[src/rtl/uart_bus_master_pkg.sv]
// Shared definitions for the UART-driven bus master.
// Command codes and parser state encoding.
package uart_bus_master_pkg;

   localparam logic [7:0] CMD_WR = 8'h57;
   localparam logic [7:0] CMD_RD = 8'h52;
   localparam logic [7:0] RSP_OK = 8'h4B;

   typedef enum logic [2:0] {
      IDLE,
      ADDR,
      DATA,
      WRITE,
      READ,
      RESP
   } state_e;

endpackage

[src/rtl/uart_bus_master_tx.sv]
// 8N1 byte transmitter; a new start can be accepted in the
// final stop-bit cycle so frames run back-to-back.
module uart_byte_tx #(
   parameter int BAUDCNT = 48
) (
   input  logic       clk_i,
   input  logic       rst_i,
   input  logic       start_i,
   input  logic [7:0] data_i,
   output logic       busy_o,
   output logic       last_o,
   output logic       txd_o
);

   localparam int BW = $clog2(BAUDCNT);

   logic          busy_q, busy_d;
   logic [3:0]    bit_q, bit_d;
   logic [BW-1:0] cnt_q, cnt_d;
   logic [8:0]    sh_q, sh_d;
   logic          txd_q, txd_d;
   logic          tick;

   assign tick   = (cnt_q == BW'(BAUDCNT - 1));
   assign last_o = busy_q && tick && (bit_q == 4'd9);
   assign busy_o = busy_q;
   assign txd_o  = txd_q;

   always_comb begin
      busy_d = busy_q;
      bit_d  = bit_q;
      cnt_d  = cnt_q;
      sh_d   = sh_q;
      txd_d  = txd_q;
      if (busy_q) begin
         cnt_d = tick ? '0 : cnt_q + 1'b1;
         if (tick) begin
            if (bit_q == 4'd9) begin
               busy_d = 1'b0;
               txd_d  = 1'b1;
            end else begin
               bit_d = bit_q + 4'd1;
               txd_d = sh_q[0];
               sh_d  = {1'b1, sh_q[8:1]};
            end
         end
      end
      if (start_i && (!busy_q || last_o)) begin
         busy_d = 1'b1;
         bit_d  = 4'd0;
         cnt_d  = '0;
         txd_d  = 1'b0;
         sh_d   = {1'b1, data_i};
      end
   end

   always_ff @(posedge clk_i or posedge rst_i) begin
      if (rst_i) begin
         busy_q <= 1'b0;
         bit_q  <= 4'd0;
         cnt_q  <= '0;
         sh_q   <= 9'h1FF;
         txd_q  <= 1'b1;
      end else begin
         busy_q <= busy_d;
         bit_q  <= bit_d;
         cnt_q  <= cnt_d;
         sh_q   <= sh_d;
         txd_q  <= txd_d;
      end
   end

endmodule

[src/rtl/uart_bus_master.sv]
// Serial command bridge: parses 'W'/'R' frames from RXD and
// issues single 32-bit bus cycles, answering on TXD.
module uart_bus_master
   import uart_bus_master_pkg::*;
#(
   parameter int BAUDCNT = 48,
   parameter int TIMEOUT = 480000
) (
   input  logic        clk_i,
   input  logic        rst_i,
   input  logic        rxd_i,
   output logic        txd_o,
   output logic [31:0] m_addr_o,
   output logic [31:0] m_data_o,
   input  logic [31:0] m_data_i,
   output logic        m_rd_o,
   output logic        m_wr_o,
   output logic        busy_o,
   output logic        err_o
);

   localparam int BW = $clog2(BAUDCNT);
   localparam int TW = $clog2(TIMEOUT + 1);

   logic [1:0]    sync_q;
   logic          rxs;
   logic          rx_act_q;
   logic [BW-1:0] rx_cnt_q;
   logic [3:0]    rx_bit_q;
   logic [7:0]    rx_sh_q;
   logic          rx_vld_q, rx_ferr_q;

   assign rxs = sync_q[1];

   // Start is qualified by half a bit of low, so samples land mid-bit.
   always_ff @(posedge clk_i or posedge rst_i) begin
      if (rst_i) begin
         sync_q    <= 2'b11;
         rx_act_q  <= 1'b0;
         rx_cnt_q  <= '0;
         rx_bit_q  <= 4'd0;
         rx_sh_q   <= 8'h00;
         rx_vld_q  <= 1'b0;
         rx_ferr_q <= 1'b0;
      end else begin
         sync_q    <= {sync_q[0], rxd_i};
         rx_vld_q  <= 1'b0;
         rx_ferr_q <= 1'b0;
         if (!rx_act_q) begin
            if (rxs) begin
               rx_cnt_q <= '0;
            end else if (rx_cnt_q == BW'(BAUDCNT / 2 - 1)) begin
               rx_act_q <= 1'b1;
               rx_cnt_q <= '0;
               rx_bit_q <= 4'd0;
            end else begin
               rx_cnt_q <= rx_cnt_q + 1'b1;
            end
         end else if (rx_cnt_q == BW'(BAUDCNT - 1)) begin
            rx_cnt_q <= '0;
            if (rx_bit_q == 4'd8) begin
               rx_act_q  <= 1'b0;
               rx_vld_q  <= rxs;
               rx_ferr_q <= !rxs;
            end else begin
               rx_sh_q  <= {rxs, rx_sh_q[7:1]};
               rx_bit_q <= rx_bit_q + 4'd1;
            end
         end else begin
            rx_cnt_q <= rx_cnt_q + 1'b1;
         end
      end
   end

   state_e        state_q, state_d;
   logic [1:0]    bcnt_q, bcnt_d;
   logic          is_wr_q, is_wr_d;
   logic [31:0]   addr_q, addr_d;
   logic [31:0]   data_q, data_d;
   logic [31:0]   rsp_q, rsp_d;
   logic [2:0]    left_q, left_d;
   logic          err_q, err_d;
   logic [TW-1:0] tmo_q, tmo_d;
   logic          tx_start, tx_busy, tx_last, tx_ready;
   logic          in_cmd;

   assign in_cmd   = (state_q == ADDR) || (state_q == DATA);
   assign tx_ready = !tx_busy || tx_last;

   always_comb begin
      state_d  = state_q;
      bcnt_d   = bcnt_q;
      is_wr_d  = is_wr_q;
      addr_d   = addr_q;
      data_d   = data_q;
      rsp_d    = rsp_q;
      left_d   = left_q;
      err_d    = err_q || rx_ferr_q;
      tx_start = 1'b0;
      tmo_d    = (rx_vld_q || rx_ferr_q || !in_cmd) ? '0 : tmo_q + 1'b1;
      unique case (state_q)
         IDLE: begin
            if (rx_vld_q && (rx_sh_q == CMD_WR || rx_sh_q == CMD_RD)) begin
               state_d = ADDR;
               bcnt_d  = 2'd0;
               is_wr_d = (rx_sh_q == CMD_WR);
            end
         end
         ADDR: begin
            if (rx_ferr_q) begin
               state_d = IDLE;
            end else if (rx_vld_q) begin
               addr_d = {addr_q[23:0], rx_sh_q};
               bcnt_d = bcnt_q + 2'd1;
               if (bcnt_q == 2'd3) state_d = is_wr_q ? DATA : READ;
            end else if (tmo_q == TW'(TIMEOUT - 1)) begin
               state_d = IDLE;
               err_d   = 1'b1;
            end
         end
         DATA: begin
            if (rx_ferr_q) begin
               state_d = IDLE;
            end else if (rx_vld_q) begin
               data_d = {data_q[23:0], rx_sh_q};
               bcnt_d = bcnt_q + 2'd1;
               if (bcnt_q == 2'd3) state_d = WRITE;
            end else if (tmo_q == TW'(TIMEOUT - 1)) begin
               state_d = IDLE;
               err_d   = 1'b1;
            end
         end
         WRITE: begin
            rsp_d   = {RSP_OK, 24'h000000};
            left_d  = 3'd1;
            state_d = RESP;
         end
         READ: begin
            rsp_d   = m_data_i;
            left_d  = 3'd4;
            state_d = RESP;
         end
         RESP: begin
            if (left_q != 3'd0) begin
               if (tx_ready) begin
                  tx_start = 1'b1;
                  rsp_d    = {rsp_q[23:0], 8'h00};
                  left_d   = left_q - 3'd1;
               end
            end else if (tx_last) begin
               state_d = IDLE;
            end
         end
         default: state_d = IDLE;
      endcase
   end

   always_ff @(posedge clk_i or posedge rst_i) begin
      if (rst_i) begin
         state_q <= IDLE;
         bcnt_q  <= 2'd0;
         is_wr_q <= 1'b0;
         addr_q  <= 32'h0;
         data_q  <= 32'h0;
         rsp_q   <= 32'h0;
         left_q  <= 3'd0;
         err_q   <= 1'b0;
         tmo_q   <= '0;
      end else begin
         state_q <= state_d;
         bcnt_q  <= bcnt_d;
         is_wr_q <= is_wr_d;
         addr_q  <= addr_d;
         data_q  <= data_d;
         rsp_q   <= rsp_d;
         left_q  <= left_d;
         err_q   <= err_d;
         tmo_q   <= tmo_d;
      end
   end

   uart_byte_tx #(.BAUDCNT(BAUDCNT)) u_tx (
      .clk_i   (clk_i),
      .rst_i   (rst_i),
      .start_i (tx_start),
      .data_i  (rsp_q[31:24]),
      .busy_o  (tx_busy),
      .last_o  (tx_last),
      .txd_o   (txd_o)
   );

   assign m_addr_o = addr_q;
   assign m_data_o = data_q;
   assign m_wr_o   = (state_q == WRITE);
   assign m_rd_o   = (state_q == READ);
   assign busy_o   = (state_q != IDLE);
   assign err_o    = err_q;

endmodule
[config.mk]
export PLATFORM = sky130hd
export DESIGN_NAME = uart_bus_master
export DESIGN_NICKNAME = d
export VERILOG_FILES = /design/src/rtl/uart_bus_master_pkg.sv /design/src/rtl/uart_bus_master_tx.sv /design/src/rtl/uart_bus_master.sv
export SDC_FILE = /design/constraint.sdc
export NUM_CORES = 1
export LEC_CHECK = 0
export ABC_AREA = 1
export CAP_MARGIN = 20
export CORE_ASPECT_RATIO = 0.9
export CORE_MARGIN = 2
export CORE_UTILIZATION = 55
export CTS_BUF_LIST = sky130_fd_sc_hd__clkbuf_4 sky130_fd_sc_hd__clkbuf_8
export DETAILED_ROUTE_END_ITERATION = 6
export GPL_ROUTABILITY_DRIVEN = 1
export PLACE_DENSITY = 0.92
export SYNTH_ARGS = -nofsm -noshare
export SYNTH_HDL_FRONTEND = slang
export SYNTH_SLANG_ARGS = --single-unit
[constraint.sdc]
create_clock -name clk_i -period 13.3 [get_ports clk_i]
set_input_delay 1.33 -clock clk_i [delete_from_list [all_inputs] [get_ports clk_i]]
set_output_delay 1.33 -clock clk_i [all_outputs]
set_load 0.05 [all_outputs]
## After elaboration in Yosys (flattened, before gate mapping)

Index checks and enable logic that the tools add are counted.

| cells by class | value |
|---|---|
| equal/unequal tests | 27 |
| reduce and logical (&&, ||, !) cells | 33 |
| add/subtract/negate cells | 7 |
| bitwise operators | 2 |
| multiplexer cells | 69 |

Operators by type and width:

| kind | number |
|---|---|
| $pmux 32 s3 | 1 |
| $mux 32 | 2 |
| $mux 6 | 7 |
| $mux 3 | 13 |
| $mux 4 | 9 |
| $mux 9 | 4 |
| $mux 1 | 26 |
| $add 19x1->19 const B | 1 |
| $eq 19x19->1 const B | 1 |
| $mux 19 | 1 |
| $eq 8x7->1 const B | 2 |
| $pmux 3 s5 | 1 |
| $reduce_and 3->1 | 5 |
| $ne 2x2->1 const B | 7 |
| $add 6x1->6 const B | 2 |
| $eq 6x6->1 const B | 2 |
| $pmux 3 s3 | 1 |
| $reduce_bool 3->1 | 3 |
| $add 4x1->4 const B | 2 |
| $eq 4x4->1 const B | 2 |
| $ne 2x1->1 const B | 4 |
| $ne 4x3->1 const B | 2 |
| $reduce_and 4->1 | 2 |
| $reduce_bool 2->1 | 4 |
| 17 further kinds | 34 |

| storage, ports and cells | value |
|---|---|
| output and inout bits | 69 |
| bits of input ports | 35 |
| flip-flop bits (word level) | 169 |

## Longest topological paths before layout

Gate-level depths: netlist of run 1.

| logic depth | value |
|---|---|
| word-level depth | 10 |
| gate-level depth with buffers | 12 |
| gate-level depth less buffers | 11 |

## By module

Synthesis of run 1 repeated with hierarchy kept, for this count alone.

| second synthesis, totals | value |
|---|---|
| cell total of the unflattened synthesis | 905 |
| area, all modules | 7623.6 um^2 |

Modules (own cells, without submodules):

| module | cells each | area each (um^2) | instances |
|---|---|---|---|
| uart_bus_master | 751 | 6447.4 | 1 |
| uart_byte_tx | 154 | 1176.1 | 1 |

## Worst setup path before layout of run 1

Ideal clock, no wire load.

| path | value |
|---|---|
| path type | reg-to-output |
| start | register state_q[1] |
| end | output port m_rd_o |
| arrival time | 1346 ps |
| path slack | 10624 ps |
| cell stages (with the launch flop) | 5 |
| path through | dfrtp_1 > nor2_1 > nand2_1 > clkinv_1 > clkbuf_1 |

| between the ends | value |
|---|---|
| longest elaborated chain between the ends | 1 |

RTL lines:

| item | RTL line | source |
|---|---|---|
| start: declaration | uart_bus_master.sv:75 | `state_e state_q, state_d;` |
| start signal: assignment | uart_bus_master.sv:170 | `state_q <= state_d;` |
| $eq 3x3->1 | uart_bus_master.sv:195 | `assign m_rd_o = (state_q == READ);` |
| end: declaration | uart_bus_master.sv:16 | `output logic m_rd_o,` |

Every way passes these cells.

## Final worst setup path of run 1

Ends and elaborated chain as after synthesis.

==> impl_metrics.xml, run 1 <==
<?xml version="1.0" encoding="UTF-8"?>
<metrics>
  <group name="setup_path">
    <metric name="end_kind" unit="">output port</metric>
    <metric name="r2r-start" unit="">state_q[1]</metric>
    <metric name="timing.reg2reg.setup_slack" unit="ns">10.45</metric>
    <metric name="data_arrival_time_of_the_worst_path" unit="ns">2.39</metric>
    <metric name="setup.worst_path.start_class" unit="">flop</metric>
    <metric name="worst-r2r-cell-count" unit="">7</metric>
    <metric name="timing.critical_path.fanout_max" unit="">35</metric>
    <metric name="timing.rr.end" unit="">left_q[2]</metric>
    <metric name="startpoint_to_endpoint_class_of_the_critical_path" unit="">flop to output port</metric>
    <metric name="required_arrival_time_at_the_worst_endpoint" unit="ns">11.97</metric>
  </group>
  <group name="worst_hold_path">
    <metric name="timing.hold.worst_path_depth" unit="">0</metric>
    <metric name="hold_path_class" unit="">flop to flop</metric>
    <metric name="timing.hold.worst.start" unit="">sync_q[0]</metric>
    <metric name="hold-path-endpoint" unit="">sync_q[1]</metric>
  </group>
  <group name="synth">
    <metric name="synth_nets" unit="">932</metric>
    <metric name="synth_seq_area_share" unit="%">56.5</metric>
    <metric name="synth_xor_xnor_area_share" unit="%">1.06</metric>
    <metric name="post_synth_fa_ha_maj_area_fraction" unit="%">1.68</metric>
    <metric name="synthArstFlopShare" unit="%">100</metric>
    <metric name="main_combinational_cell_family_by_area_after_synthesis" unit="">simple AND/OR/NAND/NOR gates</metric>
    <metric name="synth_seq_cells" unit="">168</metric>
    <metric name="synth_compound_gate_area_share" unit="%">11.1</metric>
    <metric name="synth_top_flop_cell" unit="">sky130_fd_sc_hd__dfrtp_1</metric>
    <metric name="postSynthAreaPerCell" unit="µm²">8.41</metric>
    <metric name="yosys-mux-area-fraction" unit="%">0</metric>
    <metric name="number_of_flops_mapped_to_enable_cells_by_yosys" unit="">0</metric>
    <metric name="synth_cell_types" unit="">39</metric>
    <metric name="post_synthesis_share_of_cell_area_spent_on_and_or_nand_and_nor_gates" unit="%">22.4</metric>
    <metric name="synth-warning-count" unit="">0</metric>
    <metric name="syn-cell-area" unit="µm²">7460</metric>
    <metric name="post_synth_inst_count" unit="">887</metric>
  </group>
  <group name="power">
    <metric name="fin_total_pwr" unit="mW">0.904</metric>
    <metric name="power.static_leakage" unit="nW">4.07</metric>
    <metric name="power-per-cell-area" unit="nW/µm²">101</metric>
    <metric name="vdd.ir_drop.worst" unit="µV">63.3</metric>
  </group>
  <group name="floorplanning">
    <metric name="fp.coreArea" unit="µm²">13300</metric>
    <metric name="start_util" unit="%">56.1</metric>
    <metric name="die-width" unit="µm">127</metric>
    <metric name="fp.dieH" unit="µm">115</metric>
    <metric name="fp.dieArea" unit="µm²">14500</metric>
    <metric name="core.rowCount" unit="">40</metric>
    <metric name="top_level_ports" unit="">104</metric>
  </group>
  <group name="detailed_routing">
    <metric name="ant_nets" unit="">0</metric>
    <metric name="drt_first_pass_iters" unit="">7</metric>
    <metric name="drt_wl_total" unit="mm">16.0</metric>
    <metric name="drc_errors" unit="">0</metric>
    <metric name="routed_wire_length_per_instance" unit="µm">13.8</metric>
    <metric name="vias" unit="">6077</metric>
    <metric name="post_drt_via_cell_ratio" unit="">5.23</metric>
    <metric name="drt_iter0_drc" unit="">541</metric>
  </group>
  <group name="finish">
    <metric name="layoutNonFillerInstCount" unit="">1161</metric>
    <metric name="n_antenna_cell" unit="">0</metric>
    <metric name="finalNetCount" unit="">1027</metric>
    <metric name="drive_above_1_share" unit="%">5.94</metric>
    <metric name="area_growth_syn_to_layout" unit="%">20.4</metric>
    <metric name="layout.cell_area.non_filler" unit="µm²">8990</metric>
  </group>
  <group name="place">
    <metric name="post_detailed_placement_cell_area" unit="µm²">8590</metric>
    <metric name="hpwlAfterDp" unit="mm">10.8</metric>
    <metric name="port_buffers" unit="">103</metric>
    <metric name="place.gp.congestion" unit="">0.888</metric>
    <metric name="place_ws" unit="ns">9.94</metric>
    <metric name="placedCellCount" unit="">1131</metric>
  </group>
  <group name="cts">
    <metric name="cts_tree" unit="">done</metric>
    <metric name="postCtsSetupRepairBufs" unit="">0</metric>
    <metric name="maximum_number_of_buffers_from_clock_root_to_sink" unit="">2</metric>
    <metric name="cts-root-buf" unit="">sky130_fd_sc_hd__clkbuf_8</metric>
    <metric name="clkTransAtPathRegs" unit="ns">0.08</metric>
    <metric name="clock_buffer_count_from_cts" unit="">17</metric>
    <metric name="post_cts_resize_count" unit="">0</metric>
    <metric name="cts.htree.levels" unit="">4</metric>
    <metric name="clock_sinks" unit="">168</metric>
    <metric name="clk-insertion-delay-late" unit="ns">0.46</metric>
    <metric name="cts_hold_buf" unit="">0</metric>
  </group>
  <group name="outcome">
    <metric name="outcome" unit="">finished clean</metric>
  </group>
  <group name="sta">
    <metric name="report.final.slew_viol_count" unit="">0</metric>
    <metric name="post_layout_worst_setup_margin" unit="ns">9.58</metric>
    <metric name="grt_setup_unrepaired" unit="">false</metric>
    <metric name="worstMarginPinSlew" unit="ns">0.928</metric>
    <metric name="fin_crit_sh" unit="%">28.0</metric>
    <metric name="final_hold_viol_count" unit="">0</metric>
    <metric name="rel_slew_slack" unit="%">37.9</metric>
    <metric name="max_freq" unit="MHz">269</metric>
    <metric name="finalClockSkew" unit="ns">0.00908</metric>
    <metric name="setup_total_negative_slack" unit="ns">0</metric>
    <metric name="final-setup-viol-count" unit="">0</metric>
    <metric name="layout_min_cycle_time" unit="ns">3.72</metric>
  </group>
  <group name="grt">
    <metric name="grt_remaining_overflow" unit="">0</metric>
    <metric name="first_global_vias" unit="">5806</metric>
    <metric name="gr_usage_total" unit="%">23.2</metric>
    <metric name="maximum_number_of_pins_on_one_net_before_global_route_repair" unit="">105</metric>
    <metric name="grt_antenna_before_repair" unit="">0</metric>
    <metric name="grt_pass1_wl" unit="mm">27.0</metric>
  </group>
  <group name="run">
    <metric name="timing.max_cap.violations" unit="">0</metric>
  </group>
</metrics>
==> logic make-up (layout without fill, tap and decap cells) <==
| logic type | count (synthesis) | count (layout) |
|---|---|---|
| AOI/OAI and AO/OA | 154 | 154 |
| xor gates and xnor gates | 9 | 9 |
| adders and majority gates | 10 | 10 |
| buffers and inverters | 135 | 241 |
| DFF | 168 | 168 |
| and+or+nand+nor | 411 | 411 |
==> worst max path at each step <==
stage                    start         to  slack, ns  cells past startpoint
global placement         rst_i  rsp_q[14]       9.95                      3
global route        state_q[0]     m_rd_o       9.39                      5
finish              state_q[1]     m_rd_o       9.58                      5
detailed placement       rst_i  rsp_q[23]       9.94                      3
CTS                 state_q[1]     m_rd_o       9.57                      5
floorplan                rst_i  bcnt_q[0]       7.44                      1
==> final cells by class <==
type	count	area, µm²
clock buffers	21	277
clock inverters	9	125
fillers	1022	4320
inverters	104	398
multi-input cells	584	2700
flip-flops and latches	168	4220
well taps	168	210
repair buffers	107	1060
==> cell usage after synthesis, drive strengths merged (2+ instances only) <==
cell | instances | area (µm²)
dfrtp | 157 | 3930
inv | 102 | 385
and3 | 2 | 12.5
o21ai | 116 | 584
nand2 | 286 | 1080
xor2 | 9 | 78.8
nor3b | 2 | 15.0
nand3 | 32 | 165
dfstp | 11 | 289
a21oi | 21 | 131
ha | 10 | 125
clkbuf | 16 | 60.1
nor2 | 71 | 277
nor3 | 7 | 46.3
a31oi | 12 | 75.1
buf | 15 | 92.6
nand4 | 9 | 56.3
clkinv | 2 | 7.51
==> flip-flops by register name (all words and copies together), names as in the netlist, 2 cells and up <==
register    cells
rx_sh_q         8
bcnt_q          2
u_tx.cnt_q      6
rsp_q          32
u_tx.sh_q       8
m_addr_o       32
sync_q          2
left_q          3
rx_bit_q        4
rx_cnt_q        6
m_data_o       32
tmo_q          19
state_q         3
u_tx.bit_q      4
==> critical path, cell delays in order, from the launching register on <==
cell and delay (ns):
sky130_fd_sc_hd__dfrtp_1 0.43, sky130_fd_sc_hd__nor2_1 0.18, sky130_fd_sc_hd__nand2_1 0.09, sky130_fd_sc_hd__clkinv_1 0.05, sky130_fd_sc_hd__buf_4 0.31, sky130_fd_sc_hd__clkdlybuf4s50_1 0.87
==> stage by stage <==
| step | utilization, % | hold WS (ns) |
|---|---|---|
| final | 67.5 | 0.364 |
| after global routing | 67.5 | 0.373 |
| after CTS | 67.5 | 0.365 |
| after detailed placement | 64.5 | 0.354 |
| after global placement | 64.5 | 0.348 |
| after floorplan | - | 0.345 |
==> layer usage <==
layer	share of wire, %	routed length (µm)	track usage [%]
met5	0	0	0
met3	3.6	582	4.30
met2	48	7690	37.0
met4	3.7	588	12.5
met1	45	7130	30.5
==> cell usage in the layout (no fill, tap or decap), drive strengths merged <==
cell,n
clkdlybuf4s50,103
o21ai,116
nand4,9
clkinvlp,2
ha,10
nor3,7
a21oi,21
nand3b,1
dfstp,11
buf,4
and3,2
a22oi,1
a211oi,1
o21bai,1
nand2,286
o22ai,1
a31oi,12
o211ai,1
nand3,32
nor3b,2
xor2,9
inv,102
dfrtp,157
bufinv,3
clkinv,6
or2,1
clkbuf,21
nor2,71
==> where the power goes <==
group	switching (mW)	internal, mW	leakage (nW)
Sequential	0.000827	0.512	2.14
Clock	0.173	0.196	0.204
Combinational	0.0120	0.00959	1.73
Total	0.186	0.717	4.07
No activity file was read; power rests on OpenSTA's default activity.
==> run 2: changes to the inputs <==
CORE_UTILIZATION = 51   (was 55)
PLACE_DENSITY = 0.9   (was 0.92)
clock period = 3.03 ns   (was 13.3 ns; I/O delays follow)
==> impl_metrics.xml, run 2 (synthesized netlist as in run 1, its figures left out) <==
<?xml version="1.0" encoding="UTF-8"?>
<metrics>
  <group name="outcome">
    <metric name="outcome" unit="">finished clean</metric>
  </group>
  <group name="detailed_routing">
    <metric name="drt_first_pass_iters" unit="">6</metric>
    <metric name="drc_errors" unit="">0</metric>
    <metric name="drt_iter0_drc" unit="">751</metric>
    <metric name="routed_wire_length_per_instance" unit="µm">14.0</metric>
    <metric name="ant_nets" unit="">0</metric>
    <metric name="vias" unit="">6150</metric>
    <metric name="drt_wl_total" unit="mm">16.8</metric>
    <metric name="post_drt_via_cell_ratio" unit="">5.14</metric>
  </group>
  <group name="power">
    <metric name="power.static_leakage" unit="nW">4.12</metric>
    <metric name="power-per-cell-area" unit="nW/µm²">440</metric>
    <metric name="vdd.ir_drop.worst" unit="µV">280</metric>
  </group>
  <group name="sta">
    <metric name="layout_min_cycle_time" unit="ns">2.42</metric>
    <metric name="final_hold_viol_count" unit="">0</metric>
    <metric name="max_freq" unit="MHz">414</metric>
    <metric name="setup_total_negative_slack" unit="ns">0</metric>
    <metric name="worstMarginPinSlew" unit="ns">0.713</metric>
    <metric name="report.final.slew_viol_count" unit="">0</metric>
    <metric name="finalHoldWorstSlack" unit="ns">0.257</metric>
    <metric name="fin_crit_sh" unit="%">79.7</metric>
    <metric name="final-setup-viol-count" unit="">0</metric>
    <metric name="grt_setup_unrepaired" unit="">false</metric>
    <metric name="rel_slew_slack" unit="%">52.4</metric>
    <metric name="finalClockSkew" unit="ns">0.0227</metric>
  </group>
  <group name="place">
    <metric name="hpwlAfterDp" unit="mm">11.4</metric>
    <metric name="port_buffers" unit="">103</metric>
    <metric name="place.gp.congestion" unit="">0.886</metric>
  </group>
  <group name="floorplanning">
    <metric name="fp.dieH" unit="µm">119</metric>
    <metric name="core.rowCount" unit="">41</metric>
    <metric name="fp.dieArea" unit="µm²">15600</metric>
    <metric name="top_level_ports" unit="">104</metric>
    <metric name="fp.coreArea" unit="µm²">14200</metric>
    <metric name="start_util" unit="%">52.7</metric>
    <metric name="die-width" unit="µm">132</metric>
  </group>
  <group name="run">
    <metric name="timing.max_cap.violations" unit="">0</metric>
  </group>
  <group name="setup_path">
    <metric name="setup.worst_path.start_class" unit="">flop</metric>
    <metric name="r2r-start" unit="">u_tx.bit_q[1]</metric>
    <metric name="timing.critical_path.fanout_max" unit="">6</metric>
    <metric name="setup.worst_path.start" unit="">state_q[2]</metric>
    <metric name="end_kind" unit="">output port</metric>
    <metric name="data_arrival_time_of_the_worst_path" unit="ns">2.11</metric>
    <metric name="timing.reg2reg.setup_slack" unit="ns">0.69</metric>
    <metric name="required_arrival_time_at_the_worst_endpoint" unit="ns">2.73</metric>
    <metric name="startpoint_to_endpoint_class_of_the_critical_path" unit="">flop to output port</metric>
  </group>
  <group name="cts">
    <metric name="postCtsSetupRepairBufs" unit="">0</metric>
    <metric name="cts_tree" unit="">done</metric>
    <metric name="post_cts_resize_count" unit="">0</metric>
    <metric name="cts_hold_buf" unit="">0</metric>
    <metric name="clk-insertion-delay-late" unit="ns">0.46</metric>
    <metric name="cts-root-buf" unit="">sky130_fd_sc_hd__clkbuf_8</metric>
    <metric name="clock_buffer_count_from_cts" unit="">17</metric>
    <metric name="maximum_number_of_buffers_from_clock_root_to_sink" unit="">2</metric>
    <metric name="clkTransAtPathRegs" unit="ns">0.10</metric>
    <metric name="cts.htree.levels" unit="">4</metric>
    <metric name="clock_sinks" unit="">168</metric>
  </group>
  <group name="grt">
    <metric name="first_global_vias" unit="">6017</metric>
    <metric name="gr_usage_total" unit="%">22.4</metric>
    <metric name="maximum_number_of_pins_on_one_net_before_global_route_repair" unit="">43</metric>
    <metric name="grt_remaining_overflow" unit="">0</metric>
    <metric name="grt_antenna_before_repair" unit="">0</metric>
    <metric name="grt_pass1_wl" unit="mm">28.4</metric>
  </group>
  <group name="finish">
    <metric name="area_growth_syn_to_layout" unit="%">22.2</metric>
    <metric name="n_antenna_cell" unit="">0</metric>
    <metric name="commonest_non_fill_non_tap_cells_in_the_layout" unit="">sky130_fd_sc_hd__nand2_1 (284), sky130_fd_sc_hd__dfrtp_1 (157), sky130_fd_sc_hd__o21ai_0 (114), sky130_fd_sc_hd__clkdlybuf4s50_1 (103), sky130_fd_sc_hd__inv_1 (99)</metric>
    <metric name="finalNetCount" unit="">1035</metric>
    <metric name="multi_input_area" unit="µm²">2700</metric>
    <metric name="layout_commonest_cell" unit="">sky130_fd_sc_hd__nand2_1</metric>
    <metric name="drive_above_1_share" unit="%">6.88</metric>
    <metric name="fillers" unit="">1141</metric>
    <metric name="layout.area.seq" unit="µm²">4220</metric>
    <metric name="layout.core_utilization" unit="%">64.4</metric>
  </group>
  <group name="worst_hold_path">
    <metric name="hold_path_class" unit="">input port to asynchronous set/reset pin</metric>
  </group>
</metrics>
==> run 2: metrics by stage <==
step / instances / setup slack [ns] / cell area, µm² / power, mW
2_1_floorplan: 887 / 0.595 / 7470 / 2.33
3_3_place_gp: 1164 / 0.924 / 8700 / 2.40
3_5_place_dp: 1164 / 0.712 / 8700 / 2.40
4_1_cts: 1196 / 0.588 / 9120 / 4.04
5_1_grt: 1196 / 0.435 / 9120 / 4.15
6_report: 1196 / 0.615 / 9120 / 4.01
==> run 2: worst paths after layout <==
| path | to | depth (start not counted) |
|---|---|---|
| setup / recovery | m_wr_o | 4 |
| hold reg to reg | sync_q[1] | 0 |
| min in group clk_i | sync_q[0] | 1 |
| hold / removal | tmo_q[7] | 2 |
| max in group asynchronous | rsp_q[4] | 3 |
| setup reg to reg | rsp_q[23] | 11 |
==> run 2: critical path, stage by stage, from the launching register on <==
cell                              delay (ns)
sky130_fd_sc_hd__dfrtp_1                0.42
sky130_fd_sc_hd__inv_1                  0.16
sky130_fd_sc_hd__nand2_1                0.12
sky130_fd_sc_hd__nor2_1                 0.15
sky130_fd_sc_hd__clkdlybuf4s50_1        0.82
==> run 2: report_power, final <==
part	leakage [nW]	total (mW)	switching (mW)	internal [mW]
sequential	2.14	2.25	0.00315	2.25
clock	0.208	1.66	0.846	0.811
combinational	1.77	0.104	0.0543	0.0495
==> run 2: final cells by class <==
cell class,count,area share (%)
Timing Repair Buffer,115,12.6
Multi-Input combinational cell,584,29.6
Clock buffer,20,3.02
Inverter,104,4.35
Sequential cell,168,46.3
Tap cell,193,2.65
Clock inverter,12,1.54
==> run 2: layer usage <==
metal  routed length [µm]  part of all wire [%]  track usage [%]  vias to the layer above
li1                     -                     -                -                     3013
met1                 7530                    45             30.0                     2897
met2                 8010                    48             35.2                      198
met3                  799                   4.8             5.45                       42
met4                  445                   2.7             9.10                        0
met5                    0                     0                0                        -
==> run 3: changes to the inputs <==
clock period = 1.9 ns   (was 3.03 ns; I/O delays follow)
==> impl_metrics.xml, run 3 (synthesized netlist as in run 1, its figures left out) <==
<?xml version="1.0" encoding="UTF-8"?>
<metrics>
  <group name="detailed_routing">
    <metric name="vias" unit="">6087</metric>
    <metric name="ant_nets" unit="">0</metric>
    <metric name="drt_wl_total" unit="mm">15.8</metric>
    <metric name="routed_wire_length_per_instance" unit="µm">13.1</metric>
    <metric name="drc_errors" unit="">0</metric>
    <metric name="drt_iter0_drc" unit="">504</metric>
    <metric name="post_drt_via_cell_ratio" unit="">5.06</metric>
    <metric name="drt_first_pass_iters" unit="">7</metric>
  </group>
  <group name="grt">
    <metric name="first_global_vias" unit="">5801</metric>
    <metric name="maximum_number_of_pins_on_one_net_before_global_route_repair" unit="">88</metric>
    <metric name="gr_usage_total" unit="%">21.5</metric>
    <metric name="grt_remaining_overflow" unit="">0</metric>
    <metric name="grt_antenna_before_repair" unit="">0</metric>
    <metric name="grt_pass1_wl" unit="mm">27.3</metric>
  </group>
  <group name="setup_path">
    <metric name="startpoint_to_endpoint_class_of_the_critical_path" unit="">flop to output port</metric>
    <metric name="setup.worst_path.start_class" unit="">flop</metric>
    <metric name="end_kind" unit="">output port</metric>
    <metric name="timing.critical_path.max_delay_family" unit="">buffers and inverters</metric>
    <metric name="critical_path.slowest_cell" unit="">sky130_fd_sc_hd__clkdlybuf4s50_1</metric>
    <metric name="timing.critical_path.buf_inv" unit="">1</metric>
    <metric name="worst_path_largest_cell_delay" unit="ns">0.81</metric>
    <metric name="timing.critical_path.fanout_max" unit="">3</metric>
    <metric name="critical_path.cell_chain" unit="">clkdlybuf4s50_1</metric>
    <metric name="data_arrival_time_of_the_worst_path" unit="ns">1.66</metric>
    <metric name="required_arrival_time_at_the_worst_endpoint" unit="ns">1.71</metric>
  </group>
  <group name="sta">
    <metric name="final_hold_viol_count" unit="">0</metric>
    <metric name="grt_setup_unrepaired" unit="">true</metric>
    <metric name="fin_crit_sh" unit="%">97.2</metric>
    <metric name="setup_total_negative_slack" unit="ns">0</metric>
    <metric name="rel_slew_slack" unit="%">63.7</metric>
    <metric name="final-setup-viol-count" unit="">0</metric>
    <metric name="worstMarginPinSlew" unit="ns">0.544</metric>
    <metric name="layout_min_cycle_time" unit="ns">1.85</metric>
    <metric name="report.final.slew_viol_count" unit="">0</metric>
    <metric name="finalClockSkew" unit="ns">0.0119</metric>
    <metric name="max_freq" unit="MHz">541</metric>
  </group>
  <group name="cts">
    <metric name="clock_sinks" unit="">168</metric>
    <metric name="cts-root-buf" unit="">sky130_fd_sc_hd__clkbuf_8</metric>
    <metric name="clkTransAtPathRegs" unit="ns">0.08</metric>
    <metric name="postCtsSetupRepairBufs" unit="">0</metric>
    <metric name="cts_tree" unit="">done</metric>
    <metric name="maximum_number_of_buffers_from_clock_root_to_sink" unit="">2</metric>
    <metric name="cts.htree.levels" unit="">4</metric>
    <metric name="clk-insertion-delay-late" unit="ns">0.46</metric>
    <metric name="clock_buffer_count_from_cts" unit="">17</metric>
  </group>
  <group name="worst_hold_path">
    <metric name="hold_path_class" unit="">input port to flop</metric>
  </group>
  <group name="floorplanning">
    <metric name="core.rowCount" unit="">41</metric>
    <metric name="top_level_ports" unit="">104</metric>
    <metric name="start_util" unit="%">52.7</metric>
    <metric name="die-width" unit="µm">132</metric>
    <metric name="fp.dieH" unit="µm">119</metric>
    <metric name="fp.coreArea" unit="µm²">14200</metric>
    <metric name="fp.dieArea" unit="µm²">15600</metric>
  </group>
  <group name="place">
    <metric name="port_buffers" unit="">103</metric>
    <metric name="hpwlAfterDp" unit="mm">11.1</metric>
    <metric name="post_detailed_placement_cell_area" unit="µm²">8750</metric>
    <metric name="place.gp.congestion" unit="">0.864</metric>
  </group>
  <group name="power">
    <metric name="power.static_leakage" unit="nW">4.60</metric>
    <metric name="fin_total_pwr" unit="mW">6.40</metric>
    <metric name="power-per-cell-area" unit="nW/µm²">692</metric>
    <metric name="vdd.ir_drop.worst" unit="µV">488</metric>
  </group>
  <group name="run">
    <metric name="timing.max_cap.violations" unit="">0</metric>
  </group>
  <group name="finish">
    <metric name="layout_commonest_cell" unit="">sky130_fd_sc_hd__nand2_1</metric>
    <metric name="n_antenna_cell" unit="">0</metric>
    <metric name="finalNetCount" unit="">1041</metric>
    <metric name="drive_above_1_share" unit="%">8.33</metric>
    <metric name="layout.cell_area.non_filler" unit="µm²">9250</metric>
    <metric name="commonest_non_fill_non_tap_cells_in_the_layout" unit="">sky130_fd_sc_hd__nand2_1 (283), sky130_fd_sc_hd__dfrtp_1 (157), sky130_fd_sc_hd__o21ai_0 (114), sky130_fd_sc_hd__inv_1 (98), sky130_fd_sc_hd__clkdlybuf4s50_1 (71)</metric>
    <metric name="area_growth_syn_to_layout" unit="%">23.9</metric>
    <metric name="layout.core_utilization" unit="%">65.3</metric>
  </group>
  <group name="outcome">
    <metric name="outcome" unit="">finished clean</metric>
  </group>
</metrics>
[run 3: cell types whose count changed in the layout (fill, tap and decap cells not counted), moves of 4 or more]
cell and change:
sky130_fd_sc_hd__buf_4 +6, sky130_fd_sc_hd__clkdlybuf4s50_1 -32, sky130_fd_sc_hd__clkinv_2 +4, sky130_fd_sc_hd__dlygate4sd2_1 +7, sky130_fd_sc_hd__dlymetal6s2s_1 +21
[run 3: metrics by stage]
step	hold slack [ns]	std cells	worst slack [ns]
6_report	0.136	1202	0.0530
3_3_place_gp	0.347	1169	0.250
3_5_place_dp	0.347	1169	0.103
5_1_grt	0.132	1202	-0.0196
4_1_cts	0.105	1202	0.00210
2_1_floorplan	0.194	887	-0.422
[run 3: timing repair]
item,4_1_cts,5_1_grt
endpoints found under the setup margin,8,65
gates resized for setup,8,28
hold buffers,1,0
pin swaps,0,1
hold endpoints to repair,4,0
[run 3: worst paths after layout]
check                         startpoint  slack, ns  depth (start not counted)            end
hold / removal                     rxd_i       0.14                          1      sync_q[0]
setup reg to reg           u_tx.cnt_q[0]       0.15                         10       rsp_q[8]
min in group asynchronous          rst_i       0.56                          3  u_tx.bit_q[2]
max in group asynchronous          rst_i       0.66                          4    m_addr_o[5]
hold reg to reg                sync_q[0]       0.36                          0      sync_q[1]
setup / recovery             m_data_o[0]       0.05                          1    m_data_o[0]
[run 3: cell type report]
class | instances | area (µm²)
Clock buffer | 20 | 269
Timing Repair Buffer | 121 | 1260
Multi-Input combinational cell | 584 | 2720
Fill cell | 1132 | 4910
Sequential cell | 168 | 4220
Inverter | 104 | 398
Clock inverter | 12 | 149
Tap cell | 193 | 241
[run 3: where the power goes]
group	total (mW)	switching, mW	leakage, nW	internal [mW]
sequential	3.59	0.00443	2.14	3.58
clock	2.65	1.27	0.216	1.38
combinational	0.161	0.0846	2.25	0.0764
[run 3: metal layers]
metal	up-vias	GRT usage, %	share of wire (%)
met4	0	8.02	1.8
met2	115	34.6	49
met3	22	4.80	3.3
li1	3023	-	-
met5	-	0	0
met1	2927	28.6	46
==> variant (flow settings as in run 2) <==
Re-encode `state_e` (6 states) as Gray code, 3 bits wide.
--- a/src/rtl/uart_bus_master_pkg.sv
+++ b/src/rtl/uart_bus_master_pkg.sv
@@ -7,12 +7,12 @@
    localparam logic [7:0] RSP_OK = 8'h4B;
 
    typedef enum logic [2:0] {
-      IDLE,
-      ADDR,
-      DATA,
-      WRITE,
-      READ,
-      RESP
+      IDLE  = 3'b000,
+      ADDR  = 3'b001,
+      DATA  = 3'b011,
+      WRITE = 3'b010,
+      READ  = 3'b110,
+      RESP  = 3'b111
    } state_e;
 
 endpackage
Check against the original RTL: no difference found for any inputs over 10 cycles, from zero or initial values and one cycle with rst_i high; not proved beyond that.
==> variant against run 2 <==
Routed wire length is 1.3% lower. Non-clock buffer count is 6 lower. Area after synthesis is 0.28% higher. First-iteration DRC count is 33% lower. Design area is 0.23% higher. Total power is 2.5% higher. Sequential power hardly changed. Worst setup slack worse by 140 ps. Clock skew is 12 ps lower. Sequential cell count stayed put. Register-to-register slack better by 40 ps. Critical path depth is 1 higher. Largest cell class unchanged.
==> variant: results (changes against run 2) <==
| Metric | Value |
|---|---|
| Synthesized area per cell | `8.65 sq um (+2.8%)` |
| Gpl congestion | `0.864 (-2.5%)` |
| Reg-to-reg slack, setup | `730 ps (+40 ps)` |
| Setup WS pre-CTS | `942 ps (+231 ps)` |
| Post_cts resized | `0 (unchanged)` |
| Drt pass-1 iters | `5 (-1)` |
| Worst Path Max Fanout | `5 (-1)` |
| Worst Hold Class | `in -> reg` |
| GRT Resource Usage Total | `22.0% (-0.42 points)` |
| Pleak | `4.27 nW (+3.7%)` |
| Final Instance Count excl. Fillers | `1170 (-2.2%)` |
| Top_reg_cell synth | `dfrtp_1` |
| Peak supply drop | `0.000323 V (+16%)` |
| Crit Reg-Reg Startpoint | `u_tx.cnt_q[0]` |
| Filler cells | `1120 (-1.8%)` |
| Max Clk Rate | `391 MHz (-5.5%)` |
| Final Setup Violations | `0 (unchanged)` |
| Seq/Total Area, Yosys | `56.4% (-0.16 points)` |
| FF-to-FF End | `left_q[0]` |
| Metal2 WL | `8030 microns (+0.32%)` |
| Global-route wire length before repair | `27800 microns (-2.3%)` |
| M1 GR Usage | `27.9% (-2.1 points)` |
| Routed wl met3 | `895 microns (+12%)` |
| Met3 Use GR | `6.00% (+0.55 points)` |
| Critical path's slowest cell | `clkdlybuf4s50_1` |
| Pin count of the biggest net entering global routing | `63 (+47%)` |
| Met2 Track Usage GR | `35.9% (+0.65 points)` |
| List of most frequent post-synthesis cells | `nand2_1 (195), dfrtp_1 (157), inv_1 (117)` |
| Vias in the first global route | `5810 (-3.4%)` |
| Worst Path Arrival | `2250 ps (+140 ps)` |
| Detail Placement HPWL | `11300 microns (-0.84%)` |
| 1st-iter DRT viols | `505 (-33%)` |
| Worst Setup SP | `state_q[1]` |
| Clock Skews | `11.0 ps (-11.7 ps)` |
| Wl on met1 | `7190 microns (-4.6%)` |
| Number of cells on the worst reg-to-reg path | `9 (-2)` |
| Post-Syn Nets | `910 (-2.4%)` |
| Via/cell ratio | `5.12 (-0.39%)` |
| Outcome | `completed` |
| Placed cell count | `1139 (-2.1%)` |
| Final net count | `1010 (-2.4%)` |
| WL final | `16600 microns (-1.3%)` |
| Yosys cell types | `30 (-23%)` |
| Tightest Pin Transition | `937 ps (+223 ps)` |
| Layout cells sized above 1 | `7.98% (+1.1 points)` |
| Leading post-synthesis cells by cell area | `dfrtp_1 (52%), nand2_1 (9.8%), o21ai_0 (7.7%)` |
[variant: cell count changes after synthesis, sizes merged, moves of 2 or more]
cell    before  now
nor3         7   12
nor2        71   89
nand3       32   43
clkbuf      16   12
mux2         0   16
a31oi       12    0
nand2      286  202
nand4        9    3
xor2         9   11
xnor2        0    3
a21oi       21   37
nand3b       1    3
inv        102  118
nor3b        2    0
[variant: area by class of cell]
cell class | count | area share [%]
clock inverter | 10 | 1.82
tap | 193 | 2.64
clock buffer | 21 | 2.96
sequential | 168 | 46.2
timing repair buffer | 109 | 12.0
multi-input combinational | 550 | 29.4
inverter | 119 | 4.98
[variant: how the worst min path moves through the flow]
stage	from	to	slack, ps	cells after the start
floorplan	rxd_i	sync_q[0]	310	0
global placement	sync_q[0]	sync_q[1]	350	0
detailed placement	sync_q[0]	sync_q[1]	350	0
CTS	rxd_i	sync_q[0]	250	1
global route	rxd_i	sync_q[0]	250	1
finish	rxd_i	sync_q[0]	270	1
[variant: through the flow]
step | util [%] | instance area (sq um)
after floorplan | - | 7490
after global placement | 61.5 | 8700
after detailed placement | 61.5 | 8700
after CTS | 64.5 | 9140
after global routing | 64.5 | 9140
final | 64.5 | 9140
[variant: cells by family (layout without fill, tap and decap cells)]
group | after synthesis | after routing | synth area share [%]
fa+ha+maj | 10 | 10 | 1.67
simple gates | 355 | 355 | 19.7
flops | 168 | 168 | 56.4
compound gates | 155 | 155 | 10.4
buf+inv | 147 | 259 | 7.82
xor+xnor | 14 | 14 | 1.64
mux | 16 | 16 | 2.41
[variant: power by group]
group          internal [mW]  total [mW]  leakage (nW)  switching (mW)
Combinational         0.0474       0.105          1.92          0.0572
Clock                  0.949        1.76         0.217           0.807
Sequential              2.25        2.25          2.14         0.00349
Total                   3.24        4.11          4.27           0.868
